--- config.mk ---
export PLATFORM = sky130hd
export DESIGN_NAME = trace_sequencer
export DESIGN_NICKNAME = d
export VERILOG_FILES = /design/src/rtl/trace_sequencer.sv
export SDC_FILE = /design/constraint.sdc
export NUM_CORES = 1
export LEC_CHECK = 0
export ABC_AREA = 0
export BUFFER_PORTS_ARGS = -buffer_cell sky130_fd_sc_hd__buf_2
export CORE_ASPECT_RATIO = 0.5
export CORE_MARGIN = 8
export CORE_UTILIZATION = 57
export DETAILED_ROUTE_END_ITERATION = 8
export PLACE_DENSITY = 0.75
export SLEW_MARGIN = 40
export SYNTH_ARGS = -nofsm -noshare
export SYNTH_HDL_FRONTEND = slang
export SYNTH_SLANG_ARGS = --single-unit
--- constraint.sdc ---
create_clock -name clk -period 8.9 [get_ports clk]
set_input_delay 0.445 -clock clk [delete_from_list [all_inputs] [get_ports clk]]
set_output_delay 0.445 -clock clk [all_outputs]
set_load 0.03 [all_outputs]
--- src/rtl/trace_sequencer.sv ---
// Sequences one 4x4 spell trace from a random bit stream, applies the grid
// connectivity rule per cell, retries rejected traces and presents the result.
module trace_sequencer #(
    parameter int MIN_CELLS = 4,
    parameter int MAX_RETRY = 7
) (
    input  logic        clk,
    input  logic        reset,
    input  logic        start,
    input  logic        rbg,
    input  logic        rbg_valid,
    output logic        rbg_req,
    output logic [15:0] trace,
    output logic        trace_valid,
    input  logic        trace_ready,
    output logic [7:0]  trace_count,
    output logic        busy,
    output logic        fail
);
    localparam int RW = $clog2(MAX_RETRY + 2);

    typedef enum logic [1:0] {IDLE, FILL, CHECK, PRESENT} state_t;

    state_t          state;
    state_t          state_nx;
    logic [15:0]     work;
    logic [3:0]      k;
    logic [RW-1:0]   retry;
    logic            cell_bit;
    logic            accept;
    logic            retry_left;

    function automatic logic [4:0] popcount16(input logic [15:0] v);
        logic [4:0] n;
        n = '0;
        for (int i = 0; i < 16; i++) begin
            n = n + {4'd0, v[i]};
        end
        return n;
    endfunction

    // A cell below row 0 survives only if connected to the cell above or,
    // away from column 0, to the cell just written on its left.
    always_comb begin
        cell_bit = rbg;
        if (k >= 4'd4) begin
            cell_bit = rbg & (work[k - 4'd4] | ((k[1:0] != 2'd0) & work[k - 4'd1]));
        end
    end

    assign accept     = (popcount16(work) >= 5'(MIN_CELLS)) && (work[15:12] != 4'd0);
    assign retry_left = retry < RW'(MAX_RETRY);

    always_ff @(posedge clk or posedge reset) begin
        if (reset) begin
            state <= IDLE;
        end else begin
            state <= state_nx;
        end
    end

    always_comb begin
        state_nx = state;
        case (state)
            IDLE:    if (start) state_nx = FILL;
            FILL:    if (rbg_valid && k == 4'd15) state_nx = CHECK;
            CHECK:   state_nx = (accept || !retry_left) ? PRESENT : FILL;
            PRESENT: if (trace_ready) state_nx = IDLE;
            default: state_nx = IDLE;
        endcase
    end

    always_ff @(posedge clk or posedge reset) begin
        if (reset) begin
            work        <= '0;
            k           <= '0;
            retry       <= '0;
            trace       <= '0;
            fail        <= 1'b0;
            trace_count <= '0;
        end else begin
            case (state)
                IDLE: begin
                    if (start) begin
                        work  <= '0;
                        k     <= '0;
                        retry <= '0;
                        fail  <= 1'b0;
                    end
                end
                FILL: begin
                    if (rbg_valid) begin
                        work[k] <= cell_bit;
                        k       <= k + 4'd1;
                    end
                end
                CHECK: begin
                    if (accept) begin
                        trace <= work;
                        fail  <= 1'b0;
                    end else if (retry_left) begin
                        retry <= retry + 1'b1;
                        work  <= '0;
                        k     <= '0;
                    end else begin
                        // Fallback: a single connected column 0.
                        trace <= 16'h1111;
                        fail  <= 1'b1;
                    end
                end
                PRESENT: begin
                    if (trace_ready) trace_count <= trace_count + 8'd1;
                end
                default: ;
            endcase
        end
    end

    assign rbg_req     = (state == FILL);
    assign busy        = (state != IDLE);
    assign trace_valid = (state == PRESENT);
endmodule

# Yosys cells after proc, flatten, opt, wreduce, memory -nomap -nowiden
# Index checks and enable logic that the tools add are counted.
# word_totals
mem_count	0
romBits	0
ramBits	0
regBits	51
output_inout_bits	28
word_cells	98
latch_bits	0
# op_classes
reduce_logical	17
shift	0
div	0
addsub	20
order_cmp	7
mul	0
eq_ne	12
mux	32
n_bitwise	3
# ops
operator	count
16-bit two-way mux	6
5-bit by 1-bit adder with 5-bit output	11
16-bit case mux with 3 select lines	1
4-bit two-way mux	6
16-bit bitwise mux	1
4-bit by 5-bit < comparator with 1-bit output, second input constant	3
4-bit case mux with 3 select lines	1
2-bit != test, second input constant	5
4-bit by 1-bit adder with 4-bit output, second input constant	2
8-bit by 1-bit adder with 8-bit output, second input constant	1
1-bit binary-select mux with 4-bit select	2
2-bit two-way mux	4
2-bit case mux with 4 select lines	1
4-bit case mux with 2 select lines	1
1-bit two-way mux	7
3-bit AND reduction	2
2-bit nonzero test	3
4-bit by 1-bit adder with 5-bit output	1
5-bit by 3-bit greater-or-equal comparator with 1-bit output, second input constant	1
5-bit AND reduction	1
3-bit by 1-bit adder with 4-bit output	1
1-bit demux with 4-bit select	1
2-bit equality test, second input constant	2
4-bit equality test, second input constant	1
other kinds (21)	26

# Depth between registers and ports, before layout
# Gate-level depths: netlist of run 1.
# depth
ltp_word	20
mapped_depth	15
depth_no_buf	14

# Worst setup path after synthesis of run 1
# No wires, ideal clock.
# synth_timing
kind	reg-to-reg
start	reg work[0]
end	reg trace[0]
arrival_time_ns	4.068
path_slack_ns	4.699
stages_incl_launch_ff	16
setup_ns	0.133
required_ns	8.767
cell_sequence	dfrtp_1 -> inv_1 -> fa_1 -> fa_1 -> fa_1 -> fa_1 -> inv_1 -> ha_1 -> inv_1 -> fa_1 -> nor2b_1 -> a21oi_1 -> nand2_1 -> nor2_1 -> clkbuf_1 -> a2bb2oi_1
# synth_between
elab_chain_cells	19
word_cells_on_any_way	20
# synth_rtl
item	line_no	source
start, declared	26	logic [15:0] work;
start signal, assigned by index	93	work[k] <= cell_bit;
1-bit by 1-bit adder with 2-bit output	37	n = n + {4'd0, v[i]};
2-bit by 1-bit adder with 3-bit output	37	
3-bit by 1-bit adder with 4-bit output	37	
4-bit by 1-bit adder with 5-bit output	37	
5-bit by 1-bit adder with 5-bit output (11 in series)	37	
5-bit by 3-bit greater-or-equal comparator with 1-bit output	51	assign accept = (popcount16(work) >= 5'(MIN_CELLS)) && (work[15:12] != 4'd0);
1-bit logical AND	51	
2-bit != test (no line)	--	
2-bit AND reduction (no line)	--	
end signal, assigned	99	trace <= work;
end, declared	13	output logic [15:0] trace,
# Several ways; a longest one is shown, not always the timed one.
# A chain may end at the register's enable or synchronous reset.

# Worst setup path in the final report of run 1
# layout_timing
start	reg work[1]
end	reg trace[10]
# layout_between
elab_chain_cells	19
word_cells_on_any_way	20
# layout_rtl
item	line_no
1-bit by 1-bit adder with 2-bit output (*)	37
2-bit by 1-bit adder with 3-bit output (*)	37
3-bit by 1-bit adder with 4-bit output (*)	37
4-bit by 1-bit adder with 5-bit output (*)	37
5-bit by 1-bit adder with 5-bit output (*) (11 in series)	37
5-bit by 3-bit greater-or-equal comparator with 1-bit output (*)	51
1-bit logical AND (*)	51
2-bit != test (no line)	--
2-bit AND reduction (no line)	--
# Every way passes the cells marked *; elsewhere a longest branch is shown, timed or not.

==> results of run 1 <==
[logic make-up after synthesis]
| kind of cell | Yosys count | share of synthesized area |
|---|---|---|
| AOI/OAI and AO/OA | 84 | 0.200 |
| and+or+nand+nor | 71 | 0.112 |
| muxes | 14 | 0.0639 |
| buffers and inverters | 51 | 0.0707 |
| adders and majority gates | 25 | 0.124 |
| DFF | 51 | 0.407 |
| xor gates and xnor gates | 8 | 0.0224 |
[power groups by stage]
stage	Sequential, W	Clock (W)	Combinational [W]
after floorplan	0.000381	0	0.000723
after global placement	0.000392	0	0.000873
after detailed placement	0.000397	0	0.000927
after CTS	0.000392	0.000136	0.000935
after global routing	0.000405	0.000144	0.00104
final	0.000396	0.000133	0.000939
[layout make-up]
cell class / instances / area, um^2 / share of cell area
clock inverter: 2 / 12.5 / 0.00368
sequential: 51 / 1280 / 0.376
tap: 73 / 91.3 / 0.0269
inverter: 34 / 130 / 0.0383
clock buffer: 6 / 72.6 / 0.0214
multi-input combinational: 202 / 1640 / 0.483
timing repair buffer: 34 / 173 / 0.0508
[sequential cells by signal, indices dropped and copies added (netlist names)]
signal,count
fail,1
k,4
retry,4
state,2
trace,16
trace_count,8
work,16
[metal layers]
metal,vias up,wire length [um]
met4,0,112
met2,139,3530
met5,-,0
met3,15,823
met1,1258,3300
li1,1147,-
[path summary, 6_finish.rpt]
kind	slack, ns	end	cells after the start	startpoint
max	3.91	trace[10]	14	work[1]
min	0.23	trace_count[1]	2	reset
max reg2reg	3.91	trace[10]	14	work[1]
min reg2reg	0.49	trace_count[7]	1	trace_count[7]
max in group asynchronous	8.25	trace[10]	2	reset
min in group clk	0.33	retry[2]	2	start
[cells in the mapped netlist (5+ instances only)]
library cell	count
a21oi_1	14
a221oi_1	14
a22o_1	11
clkbuf_1	10
dfrtp_1	51
fa_1	10
ha_1	15
inv_1	34
mux2i_1	5
nand2_1	26
nand3_1	6
nor2_1	14
o21ai_0	11
o22ai_1	13
xnor2_1	5
[metrics by stage]
| stage | hold WS (ns) | power, W | area (um^2) | util |
|---|---|---|---|---|
| finish | 0.225 | 0.00147 | 3400 | 0.629 |
| global route | 0.277 | 0.00159 | 3400 | 0.629 |
| CTS | 0.239 | 0.00146 | 3390 | 0.629 |
| detailed placement | 0.469 | 0.00132 | 3310 | 0.613 |
| global placement | 0.466 | 0.00127 | 3300 | 0.612 |
| floorplan | 0.484 | 0.00110 | 3130 | - |
[cells in the final DEF (no fill, tap or decap), types with 5 or more instances in the layout]
| cell type | n |
|---|---|
| fa_1 | 10 |
| o22ai_1 | 13 |
| inv_1 | 33 |
| a22o_1 | 11 |
| clkbuf_8 | 5 |
| o21ai_0 | 11 |
| nand2_1 | 26 |
| nor2_1 | 12 |
| ha_1 | 15 |
| a21oi_1 | 14 |
| dfrtp_1 | 51 |
| buf_2 | 33 |
| xnor2_1 | 5 |
| a221oi_1 | 14 |
| nand3_1 | 6 |
| mux2i_1 | 5 |
==> flow_metrics.tcl, run 1 <==
set metrics [dict create \
    status "finished, final reports clean" \
    cts.sinks 51 \
    h-tree-depth 2 \
    final_nets 359 \
    num_rows 19 \
    hold_viol 0 \
    yosys_warnings 0 \
    top_usage_layer "met2" \
    netlist_area_um2 3130 \
    cp.arrival_ns 5.19 \
    p_clk_frac 0.091 \
    antenna_found_initial 0 \
    n_antenna_cell 0 \
    report.final.slew_viol_count 0 \
    period_share 0.561 \
    yosysTopAreaCellShare 0.407 \
    powerDensity_nw_per_um2 432 \
    worst_ep_required_time_ns 9.10 \
    grt_usage 0.197 \
    drc 0 \
    cts_buffers 5 \
    io-pin-count 34 \
    yosys.area.top_type "dfrtp_1" \
    worst_slew_pin_slew_ns 0.824 \
    grt_first_pass_wirelength_mm 12.8 \
    start_kind "flip-flop" \
    tns_ns 0 \
    cap_violations 0 \
    postSynth.asyncResetShare 1.00 \
    via_per_inst 6.37 \
    leakage_nw 1.62 \
    ctsResizeCount 0 \
    synth_area_per_cell_um2 10.3 \
    cts_setup_buffers 0 \
    synth_nets 335 \
    fillers 447 \
    critical-path-top-delay-family "adder cells" \
    die_y_um 68.4 \
    cp_common_cell "fa_1" \
    cts_tree "done" \
    cts-root-buf "clkbuf_8" \
    peakVddDrop_mv 0.226 \
    crit_chain "inv_1 -> fa_1 -> fa_1 -> fa_1 -> fa_1 -> inv_1 -> ha_1 -> inv_1 -> fa_1 -> nor2b_1 -> a21oi_1 -> a21bo_1 -> nand2_1 -> a22o_1" \
    fin_cells 402 \
    post-place-ws_ns 3.98 \
    synth_area_leaders "dfrtp_1, fa_1, ha_1" \
    p_int_w 0.000717 \
    clock.fmax_ghz 0.200 \
    clkLatencyLatePin_ns 0.31 \
    yosys_register_bits 51 \
    crit_slowest_cell "fa_1" \
    synth_cell_types 53 \
    drt-total-wl_mm 7.76 \
    power_frac_seq 0.269 \
    swShare 0.512 \
    path_clk_slew_ns 0.10 \
    syn_inst 304 \
    die-area_um2 8270 \
    ant_nets 0 \
    dp.cells 394 \
    fin_skew_ns 0.0109 \
    first_pass_iters 5 \
    grt.overflow.total 0 \
    synth-edff-count 0 \
    cts_hold_buf 0 \
    setup_viol 0 \
    vias 2559 \
    core_um2 5400 \
    crit_fanout 16 \
    ys_seq_area_frac 0.407 \
    power_frac_comb 0.640 \
    crit_path_end_kind "flip-flop" \
    detail_route.wl_per_cell_um 19.3 \
    rsz0062_at_grt "no" \
    min_path_type "in -> async" \
    grt_util_met3 0.0634 \
    syn_to_final_growth_pct 8.39 \
    switchingPower_w 0.000752 \
    port_buffers 33 \
    cts_buffer_depth 2 \
    grt_max_degree 52 \
    grt_use_met1 0.248 \
    synthFlopType "dfrtp_1" \
    global_route.usage.met2 0.327 \
    dr.first_iter.drc_count 272 \
    crit_type "reg -> reg" \
    maxSlewHeadroom 0.451 \
    grt_pass1_vias 2572 \
    slowest_delay_ns 0.56 \
    gp_congestion 0.917 \
    layout-drive-gt1-share 0.176 \
    critPathBufInv 3 \
    dp_hpwl_mm 5.72 \
    die_x_um 121 \
    initial_core_util 0.581 \
    final.min_clock_period_ns 4.99 \
    final.setup.worst_slack_ns 3.91 \
]
Note: power is estimated with default switching activity, not from simulation.
==> inputs of run 2 (changes only) <==
--- a/config.mk
+++ b/config.mk
@@ -9,9 +9,9 @@
 export BUFFER_PORTS_ARGS = -buffer_cell sky130_fd_sc_hd__buf_2
 export CORE_ASPECT_RATIO = 0.5
 export CORE_MARGIN = 8
-export CORE_UTILIZATION = 57
+export CORE_UTILIZATION = 53
 export DETAILED_ROUTE_END_ITERATION = 8
-export PLACE_DENSITY = 0.75
+export PLACE_DENSITY = 0.73
 export SLEW_MARGIN = 40
 export SYNTH_ARGS = -nofsm -noshare
 export SYNTH_HDL_FRONTEND = slang
==> constraint.sdc (replaced) <==
create_clock -name clk -period 4.4 [get_ports clk]
set_input_delay 0.22 -clock clk [delete_from_list [all_inputs] [get_ports clk]]
set_output_delay 0.22 -clock clk [all_outputs]
set_load 0.03 [all_outputs]
==> run 2 against run 1 <==
Net effect:
- first-iteration DRC count is 17% lower
- die area up 6.1%
- sequential cell count unchanged
- critical path type unchanged
==> flow_metrics.tcl, run 2 (synthesis gave the netlist of run 1 again) <==
set metrics [dict create \
    status "finished, final reports clean" \
    hold_viol 0 \
    grt_usage 0.186 \
    tns_ns 0 \
    dr.first_iter.drc_count 226 \
    cp.arrival_ns 4.46 \
    cts_buffer_depth 2 \
    drc 0 \
    first_pass_iters 4 \
    maxSlewHeadroom 0.429 \
    cts_buffers 5 \
    crit_start "work[11]" \
    worst_ep_required_time_ns 4.57 \
    initial_core_util 0.561 \
    crit_path_end_kind "flip-flop" \
    dp_hpwl_mm 5.72 \
    grt_first_pass_wirelength_mm 13.1 \
    via_per_inst 6.23 \
    h-tree-depth 2 \
    cts_tree "done" \
    dp.cells 403 \
    cts-root-buf "clkbuf_16" \
    cts_hold_buf 0 \
    post-place-ws_ns -0.0504 \
    grt.overflow.total 0 \
    n_antenna_cell 0 \
    antenna_found_initial 0 \
    final_common_cell "dfrtp_1" \
    ant_nets 0 \
    report.final.slew_viol_count 0 \
    core_um2 5590 \
    crit_fanout 5 \
    detail_route.wl_per_cell_um 19.4 \
    clock.fmax_ghz 0.233 \
    fin_skew_ns 0.00542 \
    die_y_um 70.4 \
    fillers 433 \
    worst_slew_pin_slew_ns 0.856 \
    path_clk_slew_ns 0.07 \
    num_rows 19 \
    port_buffers 33 \
    grt_pass1_vias 2597 \
    crit_type "reg -> reg" \
    clkLatencyLatePin_ns 0.30 \
    final.min_clock_period_ns 4.29 \
    period_share 0.975 \
    cts.sinks 51 \
    syn_to_final_growth_pct 17.8 \
    grt_max_degree 52 \
    die_x_um 125 \
    cap_violations 0 \
    reg_top3 "trace (16), work (16), trace_count (8)" \
    gp_congestion 0.850 \
    layout-drive-gt1-share 0.282 \
    final_nets 374 \
    drt-total-wl_mm 8.11 \
    io-pin-count 34 \
    setup_viol 0 \
    min_path_type "in -> async" \
    r2r-start "work[11]" \
    start_kind "flip-flop" \
    layout_common_cells "dfrtp_1, buf_2, inv_1" \
    fin_cells 417 \
    vias 2596 \
    final.setup.worst_slack_ns 0.110 \
    die-area_um2 8780 \
]
[run 2: cell count changes in the layout (fill, tap and decap cells not counted), moves of 3 or more]
cell,before,now
a221oi_1,14,1
a221oi_2,2,15
buf_4,1,15
clkbuf_8,5,2
inv_2,0,4
clkbuf_16,0,5
inv_1,33,29
[run 2: final cells by class]
type,instances,area [um^2],share of cell area
Multi-Input combinational cell,202,1750,0.473
Sequential cell,51,1280,0.346
Timing Repair Buffer,49,289,0.0783
Clock buffer,8,156,0.0424
Inverter,34,130,0.0353
Tap cell,73,91.3,0.0247
[run 2: layer usage]
layer | share of wire | routed length, um | vias up | track usage
met5 | 0 | 0 | - | 0
met4 | 0.023 | 185 | 0 | 0.0848
met3 | 0.095 | 768 | 20 | 0.0625
met2 | 0.43 | 3530 | 146 | 0.268
met1 | 0.45 | 3630 | 1251 | 0.245
li1 | - | - | 1179 | -
[run 2: what timing repair did]
action / 4_1_cts / 5_1_grt
endpoints found under the setup margin: 16 / 41
resized for setup: 4 / 22
gates cloned: 0 / 0
setup buffers: 0 / 6
pin swaps: 0 / 9
[run 2: worst max-delay path: stages, from the launching register on]
cell	delay, ns
dfrtp_1	0.41
inv_2	0.08
fa_1	0.56
fa_1	0.44
fa_1	0.53
fa_1	0.43
inv_2	0.09
ha_4	0.13
inv_1	0.05
fa_2	0.34
nand4b_1	0.25
a21bo_2	0.30
buf_4	0.18
a221oi_2	0.25
o22ai_1	0.13
[run 2: path summary, 6_finish.rpt]
| check | cells after the start | slack (ns) | to |
|---|---|---|---|
| max in group asynchronous | 2 | 3.94 | k[0] |
| hold reg to reg | 1 | 0.47 | trace_count[7] |
| hold / removal | 2 | 0.01 | trace_count[6] |
| setup reg to reg | 14 | 0.11 | work[4] |
| min in group clk | 2 | 0.13 | retry[3] |
| setup / recovery | 14 | 0.11 | work[4] |
[run 2: stage by stage]
stage	utilization	hold slack, ns	instance area, um^2
final	0.661	0.0110	3690
after global routing	0.661	0.0781	3690
after CTS	0.634	0.0396	3540
after detailed placement	0.604	0.356	3370
after global placement	0.603	0.424	3370
after floorplan	-	0.306	3130
Power of run 2 is left out: the tool's default activity adds up to more than one toggle a clock period on the data nets, which glitch-free logic cannot reach.
==> inputs of run 3 (changes only) <==
--- a/config.mk
+++ b/config.mk
@@ -11,6 +11,7 @@
 export CORE_MARGIN = 8
 export CORE_UTILIZATION = 53
 export DETAILED_ROUTE_END_ITERATION = 8
+export GPL_TIMING_DRIVEN = 0
 export PLACE_DENSITY = 0.73
 export SLEW_MARGIN = 40
 export SYNTH_ARGS = -nofsm -noshare
==> run 3 against run 2 <==
Net effect:
- hold slack better by 0.11 ns
- critical path type unchanged
- die area unchanged
- largest cell class unchanged
- wire length rose by 7.7%
- register-to-register slack worse by 0.03 ns
- via count is 4.7% higher
- fmax is 0.65% lower
- non-clock buffer count up 19
==> flow_metrics.tcl, run 3 (synthesis gave the netlist of run 1 again) <==
set metrics [dict create \
    start_kind "flip-flop" \
    regArea_um2 1280 \
    final_nets 393 \
    clkLatencyLatePin_ns 0.30 \
    n_antenna_cell 0 \
    path_clk_slew_ns 0.07 \
    detail_route.wl_per_cell_um 20.0 \
    grt_max_degree 35 \
    cts_buffers 5 \
    dp.cells 411 \
    final.min_clock_period_ns 4.32 \
    grt_first_pass_wirelength_mm 14.0 \
    status "finished, final reports clean" \
    drc 0 \
    final_common_cell "dfrtp_1" \
    crit_type "reg -> reg" \
    ant_nets 0 \
    min_path_type "in -> reg" \
    dp_hpwl_mm 5.94 \
    cap_violations 0 \
    grt.overflow.total 0 \
    maxSlewHeadroom 0.424 \
    fillers 410 \
    core_um2 5590 \
    grt_pass1_vias 2719 \
    vias 2718 \
    die_x_um 125 \
    initial_core_util 0.561 \
    num_rows 19 \
    antenna_found_initial 0 \
    syn_to_final_growth_pct 26.6 \
    io-pin-count 34 \
    cts_tree "done" \
    multi_input_area_um2 1810 \
    period_share 0.981 \
    worst_ep_required_time_ns 4.58 \
    gp_congestion 0.900 \
    layout_common_cells "dfrtp_1, buf_2, inv_1" \
    fin_cells 436 \
    crit_fanout 5 \
    crit_path_end_kind "flip-flop" \
    clock.fmax_ghz 0.232 \
    via_per_inst 6.23 \
    dr.first_iter.drc_count 129 \
    tns_ns 0 \
    grt_usage 0.197 \
    h-tree-depth 2 \
    layout-drive-gt1-share 0.314 \
    rsz0062_at_grt "yes" \
    port_buffers 33 \
    drt-total-wl_mm 8.74 \
    cp.arrival_ns 4.50 \
    die-area_um2 8780 \
    die_y_um 70.4 \
    cts_buffer_depth 2 \
    cts-root-buf "clkbuf_16" \
    reg_top3 "trace (16), work (16), trace_count (8)" \
    fin_skew_ns 0.00542 \
    first_pass_iters 5 \
    worst_slew_pin_slew_ns 0.863 \
    setup_viol 0 \
    hold_viol 0 \
    report.final.slew_viol_count 0 \
    cts.sinks 51 \
]
run 3: cell types whose count changed in the layout (fill, tap and decap cells not counted), moves of 3 or more:
cell	delta
buf_2	+3
buf_4	-3
inv_2	+3
buf_8	+3
buf_6	+5
clkbuf_1	+7
inv_1	-3
run 3: through the flow:
stage | hold slack [ns] | area [um^2] | utilization | setup WS (ns)
detailed placement | 0.181 | 3410 | 0.611 | -0.626
CTS | 0.119 | 3710 | 0.664 | -0.0170
floorplan | 0.306 | 3130 | - | 0.199
global route | 0.134 | 3970 | 0.710 | -0.0482
finish | 0.122 | 3970 | 0.710 | 0.0817
global placement | 0.426 | 3390 | 0.607 | -0.541
run 3: routing by layer:
layer | up-vias | wire length (um) | GRT usage | share of wire
met5 | - | 0 | 0 | 0
met4 | 0 | 99 | 0.0570 | 0.011
met3 | 11 | 714 | 0.0557 | 0.082
met2 | 123 | 3990 | 0.302 | 0.46
met1 | 1368 | 3930 | 0.265 | 0.45
li1 | 1216 | - | - | -
run 3: worst paths after layout:
kind | startpoint | end | slack (ns) | cells past startpoint
worst max-delay path | work[5] | trace[10] | 0.08 | 16
worst min-delay path | start | retry[3] | 0.12 | 2
worst max register to register | work[5] | trace[10] | 0.08 | 16
worst min register to register | trace_count[7] | trace_count[7] | 0.46 | 1
max in group asynchronous | reset | work[15] | 3.52 | 4
min in group asynchronous | reset | trace_count[7] | 0.41 | 3
run 3: critical path, cell delays in order (launching register included):
cell and delay [ns]:
dfrtp_1 0.37, inv_1 0.08, fa_1 0.60, fa_1 0.46
fa_1 0.53, fa_1 0.43, inv_2 0.08, ha_4 0.13
inv_2 0.04, fa_2 0.37, nor2b_4 0.14, a21oi_2 0.14
buf_4 0.13, a21bo_4 0.18, nand2_2 0.11, buf_6 0.19
a22o_1 0.22
run 3: what timing repair did:
| item | 4_1_cts | 5_1_grt |
|---|---|---|
| buffers inserted | 7 | 7 |
| hold endpoints to repair | 17 | 0 |
| pin swaps | 2 | 14 |
| resized for setup | 15 | 43 |
| cloned | 0 | 2 |
| endpoints found under the setup margin | 34 | 41 |
| hold buffers | 1 | 0 |
run 3: cell type report:
type                       count  area share
multi-input combinational    202       0.456
sequential                    51       0.323
timing repair buffer          51      0.0868
inverter                      34      0.0328
clock buffer                   6      0.0325
buffer                        17      0.0312
tap                           73      0.0230
clock inverter                 2      0.0151
Power of run 3 is left out for the same reason.
